**src/rtl/neuron_input_sequencer.sv**
```systemverilog
// Buffers N_IN samples, feeds them one per cycle to a neuron, waits SETTLE
// cycles, then captures the neuron output and pulses done.
module neuron_input_sequencer #(
    parameter int I_W    = 12,
    parameter int O_W    = 23,
    parameter int N_IN   = 3,
    parameter int SETTLE = 2
) (
    input  logic           clk,
    input  logic           rst,
    input  logic           wr_en,
    input  logic [1:0]     wr_addr,
    input  logic [I_W-1:0] wr_data,
    input  logic           start,
    output logic           busy,
    output logic           done,
    output logic [O_W-1:0] result,
    output logic           nrn_rst,
    output logic [I_W-1:0] nrn_in_data,
    input  logic [O_W-1:0] nrn_out_data
);

    localparam int IDX_W  = $clog2(N_IN + 1);
    localparam int WCNT_W = $clog2(SETTLE + 1);
    localparam logic [IDX_W-1:0]  IDX_LAST  = IDX_W'(N_IN - 1);
    localparam logic [WCNT_W-1:0] WCNT_LAST = WCNT_W'(SETTLE - 1);

    typedef enum logic [1:0] {
        IDLE = 2'd0,
        FEED = 2'd1,
        WAIT = 2'd2,
        CAPT = 2'd3
    } state_t;

    state_t              state;
    state_t              state_nxt;
    logic [IDX_W-1:0]    idx;
    logic [IDX_W-1:0]    idx_nxt;
    logic [WCNT_W-1:0]   wcnt;
    logic [WCNT_W-1:0]   wcnt_nxt;
    logic [I_W-1:0]      sample_buf [N_IN];
    logic                wr_ok;

    // Out-of-range addresses and writes while an inference runs are dropped.
    assign wr_ok = wr_en && (state == IDLE) && (int'(wr_addr) < N_IN);

    // Sample buffer storage.
    always_ff @(posedge clk or posedge rst) begin
        if (rst) begin
            for (int i = 0; i < N_IN; i++) begin
                sample_buf[i] <= '0;
            end
        end else if (wr_ok) begin
            sample_buf[wr_addr] <= wr_data;
        end
    end

    // State and counter registers.
    always_ff @(posedge clk or posedge rst) begin
        if (rst) begin
            state <= IDLE;
            idx   <= '0;
            wcnt  <= '0;
        end else begin
            state <= state_nxt;
            idx   <= idx_nxt;
            wcnt  <= wcnt_nxt;
        end
    end

    // Next-state logic; counters hold outside the state that advances them.
    always_comb begin
        state_nxt = state;
        idx_nxt   = idx;
        wcnt_nxt  = wcnt;
        case (state)
            IDLE: begin
                if (start) begin
                    state_nxt = FEED;
                    idx_nxt   = '0;
                    wcnt_nxt  = '0;
                end else begin
                    state_nxt = IDLE;
                end
            end
            FEED: begin
                if (idx == IDX_LAST) begin
                    state_nxt = WAIT;
                    wcnt_nxt  = '0;
                end else begin
                    idx_nxt = idx + IDX_W'(1);
                end
            end
            WAIT: begin
                if (wcnt == WCNT_LAST) begin
                    state_nxt = CAPT;
                end else begin
                    wcnt_nxt = wcnt + WCNT_W'(1);
                end
            end
            CAPT: begin
                state_nxt = IDLE;
            end
            default: begin
                state_nxt = IDLE;
            end
        endcase
    end

    // Result capture and the one-cycle done pulse on leaving CAPT.
    always_ff @(posedge clk or posedge rst) begin
        if (rst) begin
            result <= '0;
            done   <= 1'b0;
        end else if (state == CAPT) begin
            result <= nrn_out_data;
            done   <= 1'b1;
        end else begin
            done   <= 1'b0;
        end
    end

    // Sample presented to the neuron; driven from registers only.
    always_comb begin
        nrn_in_data = '0;
        if ((state == FEED) && (int'(idx) < N_IN)) begin
            nrn_in_data = sample_buf[idx];
        end else begin
            nrn_in_data = '0;
        end
    end

    // The neuron is held in clear whenever idle, so its index tracks idx.
    assign busy    = (state != IDLE);
    assign nrn_rst = (state == IDLE);

endmodule

```
**config.mk**
```make
export PLATFORM = sky130hd
export DESIGN_NAME = neuron_input_sequencer
export DESIGN_NICKNAME = d
export VERILOG_FILES = /design/src/rtl/neuron_input_sequencer.sv
export SDC_FILE = /design/constraint.sdc
export NUM_CORES = 1
export LEC_CHECK = 0
export CELL_PAD_IN_SITES_DETAIL_PLACEMENT = 0
export CELL_PAD_IN_SITES_GLOBAL_PLACEMENT = 1
export CORE_UTILIZATION = 35
export CTS_CLUSTER_DIAMETER = 200
export DETAILED_ROUTE_END_ITERATION = 8
export MAX_ROUTING_LAYER = met4
export PLACE_DENSITY = 0.75
export SLEW_MARGIN = 20
export SYNTH_ARGS = -nofsm -noshare
export SYNTH_HDL_FRONTEND = slang
export SYNTH_SLANG_ARGS = --single-unit
```
**constraint.sdc**
```tcl
create_clock -name clk -period 1.9 [get_ports clk]
set_input_delay 0.38 -clock clk [delete_from_list [all_inputs] [get_ports clk]]
set_output_delay 0.38 -clock clk [all_outputs]
set_load 0.005 [all_outputs]
```
---- Yosys cells after proc, flatten, opt, wreduce, memory -nomap -nowiden ----
Cells that the tools add are included.
storage, ports and cells
  flip-flop bits (word level) ............. 66
  bits of input ports ..................... 41
  word-level logic and storage cells ...... 56
operators by class
  add/subtract/negate cells ............... 2
  magnitude comparators ................... 5
  equality and inequality tests ........... 10
  mux-type cells .......................... 18
  bitwise logic cells ..................... 2
  reductions and logical operators ........ 11
operator list
  cell                                                        count
  2-to-1 mux 12 bit                                           4
  bitwise mux 36 bit                                          1
  binary-select mux 12 bit (select 2 bit)                     1
  demux 12 bit (select 2 bit)                                 1
  2-to-1 mux 2 bit                                            6
  inequality test 2 bit, second input constant                5
  one-hot mux 2 bit (4 select lines)                          1
  == test 2 bit, second input constant                        3
  greater-or-equal comparator 3 bit, second input constant    2
  inverter 2 -> 3 bit                                         2
  one-hot mux 2 bit (3 select lines)                          1
  adder 2 x 1 -> 2 bit, second input constant                 2
  == test 2 x 1 -> 1 bit, second input constant               2
  logical AND 1 bit                                           4
  less-than comparator 2 bit, second input constant           2
  one-hot mux 2 bit (2 select lines)                          1
  AND reduction 4 bit                                         1
  nonzero test 2 bit                                          2
  less-than comparator 3 x 1 -> 1 bit, second input constant  1
  AND reduction 3 bit                                         1
  nonzero test 3 bit                                          1
  logical NOT 2 bit                                           1
  2-to-1 mux 1 bit                                            2
  AND reduction 2 bit                                         1

---- Depth between registers and ports, before layout ----
Gate-level depths: netlist of the first run.
  word-level depth ........................ 6
  mapped depth ............................ 6
  mapped depth without buffers ............ 5

---- Least setup slack after synthesis of the first run ----
No wires, ideal clock.
  kind .................................... reg2reg
  start ................................... reg state[0]
  end ..................................... reg idx[1]
  arrival time ............................ 1.490 ns
  setup slack ............................. 0.282 ns
  stages on the path, launching flop included .. 6
  clock period less this slack ............ 1.618 ns
  path through ............................ dfrtp_1 > inv_1 > ha_1 > and2b_4 > a211oi_2 > mux2_1
on the way
  cells in the longest elaborated chain, start to end .. 3
ends and longest elaborated chain
  element                                                                              line  source
  from (decl)                                                                          35    state_t state;
  from (signal assigned)                                                               65    state <= state_nxt;
  logical NOT 2 bit (*)                                                                n/a
  named net nrn_rst                                                                    18    output logic nrn_rst,
  inequality test 2 bit (no source line) / nonzero test 2 bit (equally long branches)  n/a
  AND reduction 3 bit (no source line)                                                 n/a
  to (signal assigned)                                                                 66    idx <= idx_nxt;
  to (decl)                                                                            37    logic [IDX_W-1:0] idx;
The timed path passes the listed nets; every way through them passes the cells marked *.
A chain may end at the register's enable or synchronous reset.

---- Final worst setup path of the first run ----
  start ................................... reg idx[1]
  end ..................................... out nrn_in_data[9]
on the way
  cells in the longest elaborated chain, start to end .. 5
ends and longest elaborated chain
  element                                                line  source
  inverter 2 -> 3 bit (not written as such)              127   nrn_in_data = sample_buf[idx];
  binary-select mux 12 bit (select 2 bit)                127
  2-to-1 mux 12 bit (not written as such) (2 in series)  127
  2-to-1 mux 12 bit (*)                                  126   if ((state == FEED) && (int'(idx) < N_IN)) begin
  to (decl)                                              19    output logic [I_W-1:0] nrn_in_data,
Every way passes the cells marked *; elsewhere a longest branch is shown, timed or not. The select of a mux whose other input is x is not followed.

==> results of run 1 <==
[cell usage in the layout, fill, tap and decap left out, drive strengths merged, types with 3 or more instances in the layout]
| master | instances |
|---|---|
| a21oi | 7 |
| clkinvlp | 3 |
| buf | 45 |
| clkinv | 4 |
| clkbuf | 10 |
| mux2 | 68 |
| clkdlybuf4s50 | 64 |
| o22a | 6 |
| nor2b | 4 |
| mux2i | 6 |
| nor2 | 8 |
| nand2 | 18 |
| inv | 5 |
| ha | 9 |
| dfrtp | 66 |
[layer usage]
layer	wire length (um)	vias to the layer above	GRT usage (%)
met3	455	5	7.09
li1	-	1021	-
met2	3170	61	26.3
met5	0	-	-
met4	50	0	4.55
met1	2990	1031	19.2
[logic make-up after synthesis]
| kind of cell | Yosys count | synth area share (%) |
|---|---|---|
| flops | 66 | 54.6 |
| simple gates | 39 | 6.70 |
| fa+ha+maj | 9 | 3.72 |
| mux | 74 | 27.3 |
| buf+inv | 16 | 2.52 |
| compound gates | 20 | 5.13 |
[worst max-delay path, stage by stage (launching register included)]
cell     delay, ps
dfrtp_2        420
buf_6          120
buf_6          110
buf_6          100
mux2_4         290
a22oi_2        130
nor2_2          50
buf_2          130
[layout make-up]
cell class / count / area [um^2]
flip-flops and latches: 66 / 1650
clock inverters: 6 / 42.5
fillers: 710 / 3810
repair buffers: 111 / 1090
inverters: 6 / 28.8
multi-input cells: 142 / 1420
well taps: 105 / 131
clock buffers: 10 / 128
[per-stage QoR]
step	area, um^2	hold WS, ps	total power, mW	setup slack, ps	cells
after floorplan	3030	460	4.18	282	224
after global placement	4090	485	5.52	-82.7	418
after detailed placement	4090	487	5.59	-117	418
after CTS	4470	496	7.07	-201	446
after global routing	4490	517	7.51	-225	446
final	4490	485	7.02	-166	446
[path summary, 6_finish.rpt]
path	end	slack, ps	depth (start not counted)
max	nrn_in_data[9]	-170	7
min	sample_buf[26]	490	3
max reg2reg	wcnt[1]	100	8
min reg2reg	wcnt[0]	500	1
max in group asynchronous	idx[1]	1120	3
min in group clk	wcnt[0]	500	1
[repair_timing]
item / CTS / global route
pin swaps: 9 / 4
resized for setup: 94 / 5
cloned: 1 / 0
hold buffers: 0 / 0
buffers inserted: 12 / 0
endpoints found under the setup margin: 14 / 16
[flip-flops by register name, indices dropped and copies added (netlist names)]
register	cells
done	1
idx	2
result	23
sample_buf	36
state	2
wcnt	2
[where the power goes]
group          switching (mW)  internal [mW]
clock                   0.549          0.475
combinational            1.32           2.21
sequential              0.356           2.11
total                    2.23           4.79
==> impl_metrics.json, run 1 <==
{
  "synthArstFlopShare_pct": 100,
  "gp_congestion": 0.702,
  "maxSlewHeadroom_pct": 75.7,
  "post-route-util_pct": 54.1,
  "ys_seq_area_share_pct": 54.6,
  "drv_slew": 0,
  "clk_latency_ps": 340,
  "finalNetCount": 386,
  "via_per_inst": 4.75,
  "violations": "negative setup slack",
  "first_iter_violations": 36,
  "critical_path_class": "flop to primary output",
  "cp.arrival_ps": 1690,
  "grt_overflow": 0,
  "cts.sinks": 66,
  "cts-root-buf": "clkbuf_8",
  "drt_pass1_iterations": 4,
  "report.final.setup_viol": 12,
  "tightest_slew_ps": 361,
  "coreArea_um2": 8300,
  "rows": 33,
  "cap_violations": 0,
  "grt_max_degree": 67,
  "cts_tree": "yes",
  "grt_pass1_wl_um": 10800,
  "synth.top_cells.by_area": "dfrtp_1, mux2_2, ha_1, nand2_1, mux2i_1",
  "period_minus_slack_ps": 2070,
  "postSynthCellCount": 224,
  "fin_crit_sh_pct": 109,
  "worst_slack_ps": -166,
  "dieArea_um2": 9020,
  "synthMostInstantiatedCell": "mux2_2",
  "grt_usage_pct": 16.6,
  "synthFlopType": "dfrtp_1",
  "vdd_ir_drop_max_mv": 0.726,
  "area_delta_synth_final_pct": 48.6,
  "synth_nets": 274,
  "synth.largest_area_cell": "dfrtp_1",
  "dieHeight_um": 95.0,
  "ys_ff_latch": 66,
  "cts_made_buffers": 9,
  "hpwl_um": 4490,
  "rsz0062_at_grt": "yes",
  "timing.fmax_mhz": 484,
  "vias": 2118,
  "skew_ps": 8.70,
  "hold_class": "primary input to async pin",
  "crit_path_end_kind": "primary output",
  "antenna_cells": 0,
  "r2r-start": "idx[0]",
  "power.density_nw_per_um2": 1560,
  "syn-cell-area_um2": 3020,
  "routedWlPerCell_um": 14.9,
  "clock_path_buffers": 2,
  "avgSynthCellArea_um2": 13.5,
  "postRouteAntennaNets": 0,
  "leakagePower_nw": 1.91,
  "io_pins": 79,
  "crit_start": "idx[1]",
  "drc_errors": 0,
  "die_w_um": 95.0,
  "hold_viol": 0,
  "post_synth_num_cell_types": 28,
  "crit_fanout": 3,
  "finalWirelength_um": 6660,
  "start_util_pct": 36.4,
  "cts.clk_slew.worst_paths_ps": 70,
  "htree_levels": 3,
  "start_kind": "flop",
  "synth_top_cell_area_share_pct": 54.6,
  "synth_edf_count": 0,
  "io_buffers": 78,
  "antenna_found_initial": 0,
  "critPathRequiredTime_ps": 1520,
  "tns_ps": -1560,
  "outcome": "finished with violations",
  "drive_gt1_share_pct": 46.3,
  "yosysWarnings": 0,
  "grt_pass1_vias": 2269,
  "synthTopCellsByCount": "mux2_2, dfrtp_1, nand2_1, ha_1, nor2_1"
}
No activity file was read; power rests on OpenSTA's default activity.
==> inputs of run 2 (changes only) <==
Settings changed: CAP_MARGIN set to 10.
==> results of run 2 <==
Same layout as run 1: the final DEF is identical, and so are final timing and power.
==> RTL edit 1, RTL diff (config.mk and constraints of run 1) <==
Put a register stage on the output `nrn_in_data`, without a reset. The value now appears one clock later. The other outputs are not delayed to match.
--- a/src/rtl/neuron_input_sequencer.sv
+++ b/src/rtl/neuron_input_sequencer.sv
@@ -31,6 +31,8 @@
         WAIT = 2'd2,
         CAPT = 2'd3
     } state_t;
+
+    logic [I_W-1:0] nrn_in_data_d;
 
     state_t              state;
     state_t              state_nxt;
@@ -122,11 +124,11 @@
 
     // Sample presented to the neuron; driven from registers only.
     always_comb begin
-        nrn_in_data = '0;
+        nrn_in_data_d = '0;
         if ((state == FEED) && (int'(idx) < N_IN)) begin
-            nrn_in_data = sample_buf[idx];
+            nrn_in_data_d = sample_buf[idx];
         end else begin
-            nrn_in_data = '0;
+            nrn_in_data_d = '0;
         end
     end
 
@@ -134,5 +136,9 @@
     assign busy    = (state != IDLE);
     assign nrn_rst = (state == IDLE);
 
+    always_ff @(posedge clk) begin
+        nrn_in_data <= nrn_in_data_d;
+    end
+
 endmodule
 
Check against the original RTL: not equivalent (Yosys sat finds a counterexample within 4 cycles, from zero or initial values and one cycle with rst high).
==> RTL edit 1 against run 1 <==
- combinational power down 12%
- sequential cell count up 12
- final cell count up 0.45%
- global-route usage down 2.0 points
- highest routed layer unchanged
- worst hold slack worse by 0.080 ns
- sequential power up 14%
- design area up 1.7%
- synthesized area up 7.8%
- routed wire length down 5.0%
- worst setup slack better by 0.28 ns
- fmax up 16%
- total power up 2.7%
==> RTL edit 1: results (changes against run 1) <==
Parameter                              Value

Status
  Run status ... complete, no violations (was complete, but fails checks)

Synthesis
  Distinct cells, synth ... 25 (was 28)
  Largest cells by area after synthesis ... sky130_fd_sc_hd__dfrtp_1 51%, sky130_fd_sc_hd__mux2_2 22%, sky130_fd_sc_hd__dfxtp_1 7.4% (was sky130_fd_sc_hd__dfrtp_1 55%, sky130_fd_sc_hd__mux2_2 25%, sky130_fd_sc_hd__ha_1 3.7%)
  Sequential cell area fraction in the yosys report ... 0.5802 (was 0.5461)
  Synthesized area per cell ... 13.70 um2 (was 13.50 um2)
  Leading post-synthesis cells by instance count ... 66 x sky130_fd_sc_hd__dfrtp_1, 65 x sky130_fd_sc_hd__mux2_2, 19 x sky130_fd_sc_hd__nand2_1 (was 67 x sky130_fd_sc_hd__mux2_2, 66 x sky130_fd_sc_hd__dfrtp_1, 18 x sky130_fd_sc_hd__nand2_1)

GRT
  Global routing usage on met2 ... 0.2178 (was 0.2626)
  Met3 track demand over resource ... 0.05177 (was 0.07085)
  Largest net degree at the start of global routing ... 27 (was 67)
  First-pass GRT wire length ... 10650 um (was 10750 um)

Timing
  Hold WS ... 0.4051 ns (was 0.4851 ns)
  Worst Clk Skew ... 0.01069 ns (was 0.008697 ns)
  Crit share post-route ... 0.9396 (was 1.088)

Finish
  Nets@finish ... 385 (was 386)
  Final Non-Filler Cells ... 448 (was 446)
  Fraction of layout cells with a size suffix above 1 ... 0.3147 (was 0.4633)
  Biggest regs ... sample_buf (36), result (23), nrn_in_data (12) (was sample_buf (36), result (23))

Routing
  Total number of vias ... 2146 (was 2118)
  DR WL/cell ... 14.14 um (was 14.94 um)
  Initial DRC Count ... 53 (was 36)
  Met3 routed WL ... 437 um (was 455 um)
  1st-pass router iterations ... 5 (was 4)

Pwr
  Worst IR Drop VDD ... 0.0007048 V (was 0.0007258 V)
  Net Sw Frac ... 0.2913 (was 0.3176)

Critical path
  Critical R2R Capture ... idx[1] (was wcnt[1])
  Endpoint kind of the worst setup timing path ... flop (was primary output)
  Launch point of the critical path ... state[0] (was idx[1])
  Number of cell instances on the worst register-to-register path ... 7 (was 8)
  Crit path arrival time ... 2.01 ns (was 1.69 ns)

Clock tree
  Setup Buffers After CTS ... 1 (was 12)
  CTS-repair resized insts ... 6 (was 94)

Place
  Post-placement cell count ... 425 (was 418)
  Pre-CTS setup slack ... 0.09920 ns (was -0.1166 ns)
  Post-detailed-placement cell area ... 0.004272 mm2 (was 0.004094 mm2)
  HPWL Detailed ... 4388 um (was 4490 um)
  Placer Congestion ... 0.7198 (was 0.7023)
==> RTL edit 1: changes by cell type after synthesis, sizes merged, moves of 2 or more <==
cell,change
mux2,-3
o31ai,-2
clkbuf,-2
mux2i,+3
a22oi,-2
dfxtp,+12
o22a,+3
buf,+2
==> RTL edit 1: final cells by class <==
type / instances / area [um2]
Tap cell: 108 / 135.1
Inverter: 6 / 26.28
Multi-Input combinational cell: 144 / 1318
Timing Repair Buffer: 96 / 983.4
Clock buffer: 11 / 151.4
Fill cell: 767 / 4320
Sequential cell: 78 / 1892
Clock inverter: 5 / 65.06
==> RTL edit 1: kinds of logic after synthesis <==
| group | Yosys count | share of synthesized area |
|---|---|---|
| AO/OA/AOI/OAI | 20 | 0.04605 |
| multiplexers | 74 | 0.2521 |
| AND/OR/NAND/NOR | 41 | 0.06370 |
| flip-flops | 78 | 0.5802 |
| adder cells (fa/ha/maj) | 9 | 0.03454 |
| buffers and inverters | 16 | 0.02340 |
==> RTL edit 1: power by group through the flow <==
stage | registers [mW] | clock network (mW) | logic, mW
detailed placement | 2.84 | 0 | 2.97
CTS | 2.81 | 1.35 | 3.06
finish | 2.80 | 1.30 | 3.11
global placement | 2.80 | 0 | 2.94
floorplan | 2.82 | 0 | 1.71
global route | 2.90 | 1.42 | 3.39
==> RTL edit 1: critical path, cell delays in order (launching register included) <==
cell and delay (ns):
sky130_fd_sc_hd__dfrtp_1 0.37, sky130_fd_sc_hd__inv_2 0.08, sky130_fd_sc_hd__ha_4 0.17, sky130_fd_sc_hd__buf_4 0.13, sky130_fd_sc_hd__buf_4 0.12, sky130_fd_sc_hd__nor2b_4 0.13, sky130_fd_sc_hd__a211oi_1 0.30, sky130_fd_sc_hd__mux2_2 0.37
==> RTL edit 2, RTL diff (settings of run 1) <==
Without the edit above. The parameter `O_W` goes from 23 to 21.
--- a/src/rtl/neuron_input_sequencer.sv
+++ b/src/rtl/neuron_input_sequencer.sv
@@ -2,7 +2,7 @@
 // cycles, then captures the neuron output and pulses done.
 module neuron_input_sequencer #(
     parameter int I_W    = 12,
-    parameter int O_W    = 23,
+    parameter int O_W    = 21,
     parameter int N_IN   = 3,
     parameter int SETTLE = 2
 ) (
Interface: changed (resized nrn_out_data and result); port bits go from 79 to 75. The function was not compared with the original's and may differ.
==> RTL edit 2 against run 1 <==
- the run still ends with negative setup slack left
- worst setup slack gained 0.060 ns
- count of clock-buffer cells in the layout is 1 higher
- design area down 2.1%
- non-clock buffer count shrank 8
- core utilization down 0.33 points
- sequential share of layout area is 0.35 points lower
- routed wire length shrank 6.5%
- sequential cell count decreased by 2
- worst hold slack got worse by 0.025 ns
- first-iteration DRC count up 25%
- synthesized area down 2.5%
- total power up 1.9%
- sequential power decreased by 3%
- largest power group unchanged
==> RTL edit 2: results (changes against run 1) <==
Parameter                              Value

Routing
  Initial DRC Count ... 45 (was 36)
  Drt via density ... 4.774 (was 4.749)
  Total number of vias ... 2067 (was 2118)

Synthesis
  Sequential cell area fraction in the yosys report ... 0.5431 (was 0.5461)
  Post-Synthesis Net Count ... 268 (was 274)
  Post-Syn Instances ... 220 (was 224)
  Distinct cells, synth ... 27 (was 28)
  Largest cells by area after synthesis ... sky130_fd_sc_hd__dfrtp_1 54%, sky130_fd_sc_hd__mux2_2 26%, sky130_fd_sc_hd__ha_1 3.8% (was sky130_fd_sc_hd__dfrtp_1 55%, sky130_fd_sc_hd__mux2_2 25%, sky130_fd_sc_hd__ha_1 3.7%)
  Leading post-synthesis cells by instance count ... 67 x sky130_fd_sc_hd__mux2_2, 64 x sky130_fd_sc_hd__dfrtp_1, 18 x sky130_fd_sc_hd__nand2_1 (was 67 x sky130_fd_sc_hd__mux2_2, 66 x sky130_fd_sc_hd__dfrtp_1, 18 x sky130_fd_sc_hd__nand2_1)

Clock tree
  Clk buf depth ... 2 (unchanged)
  Library cell used as clock root buffer ... sky130_fd_sc_hd__clkbuf_8 (unchanged)
  Insertion delay to the later sink of the worst-skew pair ... 0.34 ns (about the same)

Timing
  Number of failing setup endpoints in the final timing report ... 10 (was 12)
  Worst setup margin ... -0.1066 ns (was -0.1664 ns)
  Worst Max-Slew Pin Slew ... 0.3334 ns (was 0.3610 ns)
  Worst Clk Skew ... 0.01345 ns (was 0.008697 ns)

Place
  Pre-CTS setup slack ... -0.07430 ns (was -0.1166 ns)
  HPWL Detailed ... 4258 um (was 4490 um)
  Buffers added on ports ... 74 (was 78)
  Post-placement cell count ... 411 (was 418)
  Placer Congestion ... 0.7330 (was 0.7023)

Pwr
  Worst IR Drop VDD ... 0.0008642 V (was 0.0007258 V)
  Lkg Pwr ... 1.902 nW (was 1.911 nW)

GRT
  Initial antenna violation count ... 0 (unchanged)
  Largest net degree at the start of global routing ... 45 (was 67)
  First-pass GRT wire length ... 10470 um (was 10750 um)
  Overall routing resource usage ... 0.1607 (was 0.1657)

Finish
  Biggest regs ... sample_buf (36), result (21) (was sample_buf (36), result (23))
  Nets@finish ... 371 (was 386)

Critical path
  Number of cell instances on the worst register-to-register path ... 7 (was 8)
  CP max FO ... 4 (was 3)
  Crit path arrival time ... 1.63 ns (was 1.69 ns)

Status
  Run status ... complete, but fails checks (unchanged)
  Violated checks ... negative setup slack (unchanged)
-- RTL edit 2: cell count changes after synthesis, sizes merged, moves of 2 or more --
| cell | run 1 | this run |
|---|---|---|
| o22a | 6 | 4 |
| mux2i | 6 | 4 |
| buf | 7 | 9 |
| dfrtp | 66 | 64 |
-- RTL edit 2: final cells by class --
type                            instances  area (um2)
Fill cell                             716        3776
Sequential cell                        64        1603
Inverter                                6       28.78
Clock buffer                           11       141.4
Tap cell                              105       131.4
Clock inverter                          5       103.9
Timing Repair Buffer                  103       979.7
Multi-Input combinational cell        139        1411
-- RTL edit 2: through the flow --
stage | area, um2 | TNS (ns) | hold WS (ns)
after CTS | 4384 | -0.7237 | 0.4614
after global routing | 4399 | -1.346 | 0.4869
after global placement | 3990 | -0.07778 | 0.4827
final | 4399 | -0.5474 | 0.4604
after detailed placement | 3990 | -0.1889 | 0.4865
after floorplan | 2953 | 0 | 0.4598
-- RTL edit 2: timing repair --
| item | in CTS | in global routing |
|---|---|---|
| buffers inserted | 6 | 1 |
| pin swaps | 10 | 4 |
| resized for setup | 93 | 5 |
| endpoints found under the setup margin | 14 | 14 |
-- RTL edit 2: cells by family after synthesis --
group	after synthesis	synth area share
DFF	64	0.5431
adders and majority gates	9	0.03818
AOI/OAI and AO/OA	20	0.05091
buffers and inverters	17	0.02715
and+or+nand+nor	38	0.06746
muxes	72	0.2732
-- RTL edit 2: power breakdown --
part / internal (mW) / total, mW / switching, mW
registers: 2.04 / 2.39 / 0.348
logic: 2.07 / 3.32 / 1.25
clock network: 0.909 / 1.44 / 0.529
-- RTL edit 2: critical path: stages, from the launching register on --
cell and delay (ns):
sky130_fd_sc_hd__dfrtp_2 0.44, sky130_fd_sc_hd__buf_6 0.13, sky130_fd_sc_hd__buf_6 0.12, sky130_fd_sc_hd__mux2_4 0.29
sky130_fd_sc_hd__a22oi_2 0.13, sky130_fd_sc_hd__nor2_2 0.05, sky130_fd_sc_hd__buf_2 0.12
-- RTL edit 2: path summary, 6_finish.rpt --
path | startpoint | endpoint | slack, ns
setup / recovery | idx[1] | nrn_in_data[9] | -0.11
hold / removal | rst | result[10] | 0.46
setup reg to reg | idx[0] | wcnt[1] | 0.15
hold reg to reg | wcnt[0] | wcnt[0] | 0.50
max in group asynchronous | rst | state[1] | 1.19
min in group clk | wcnt[0] | wcnt[0] | 0.50
-- RTL edit 2: per-layer routing --
| layer | up-vias | global-route usage | part of all wire |
|---|---|---|---|
| met1 | 1016 | 0.1986 | 0.47 |
| li1 | 979 | - | - |
| met4 | 0 | 0.04615 | 0.0079 |
| met2 | 67 | 0.2476 | 0.46 |
| met3 | 5 | 0.05825 | 0.069 |
| met5 | - | - | 0 |
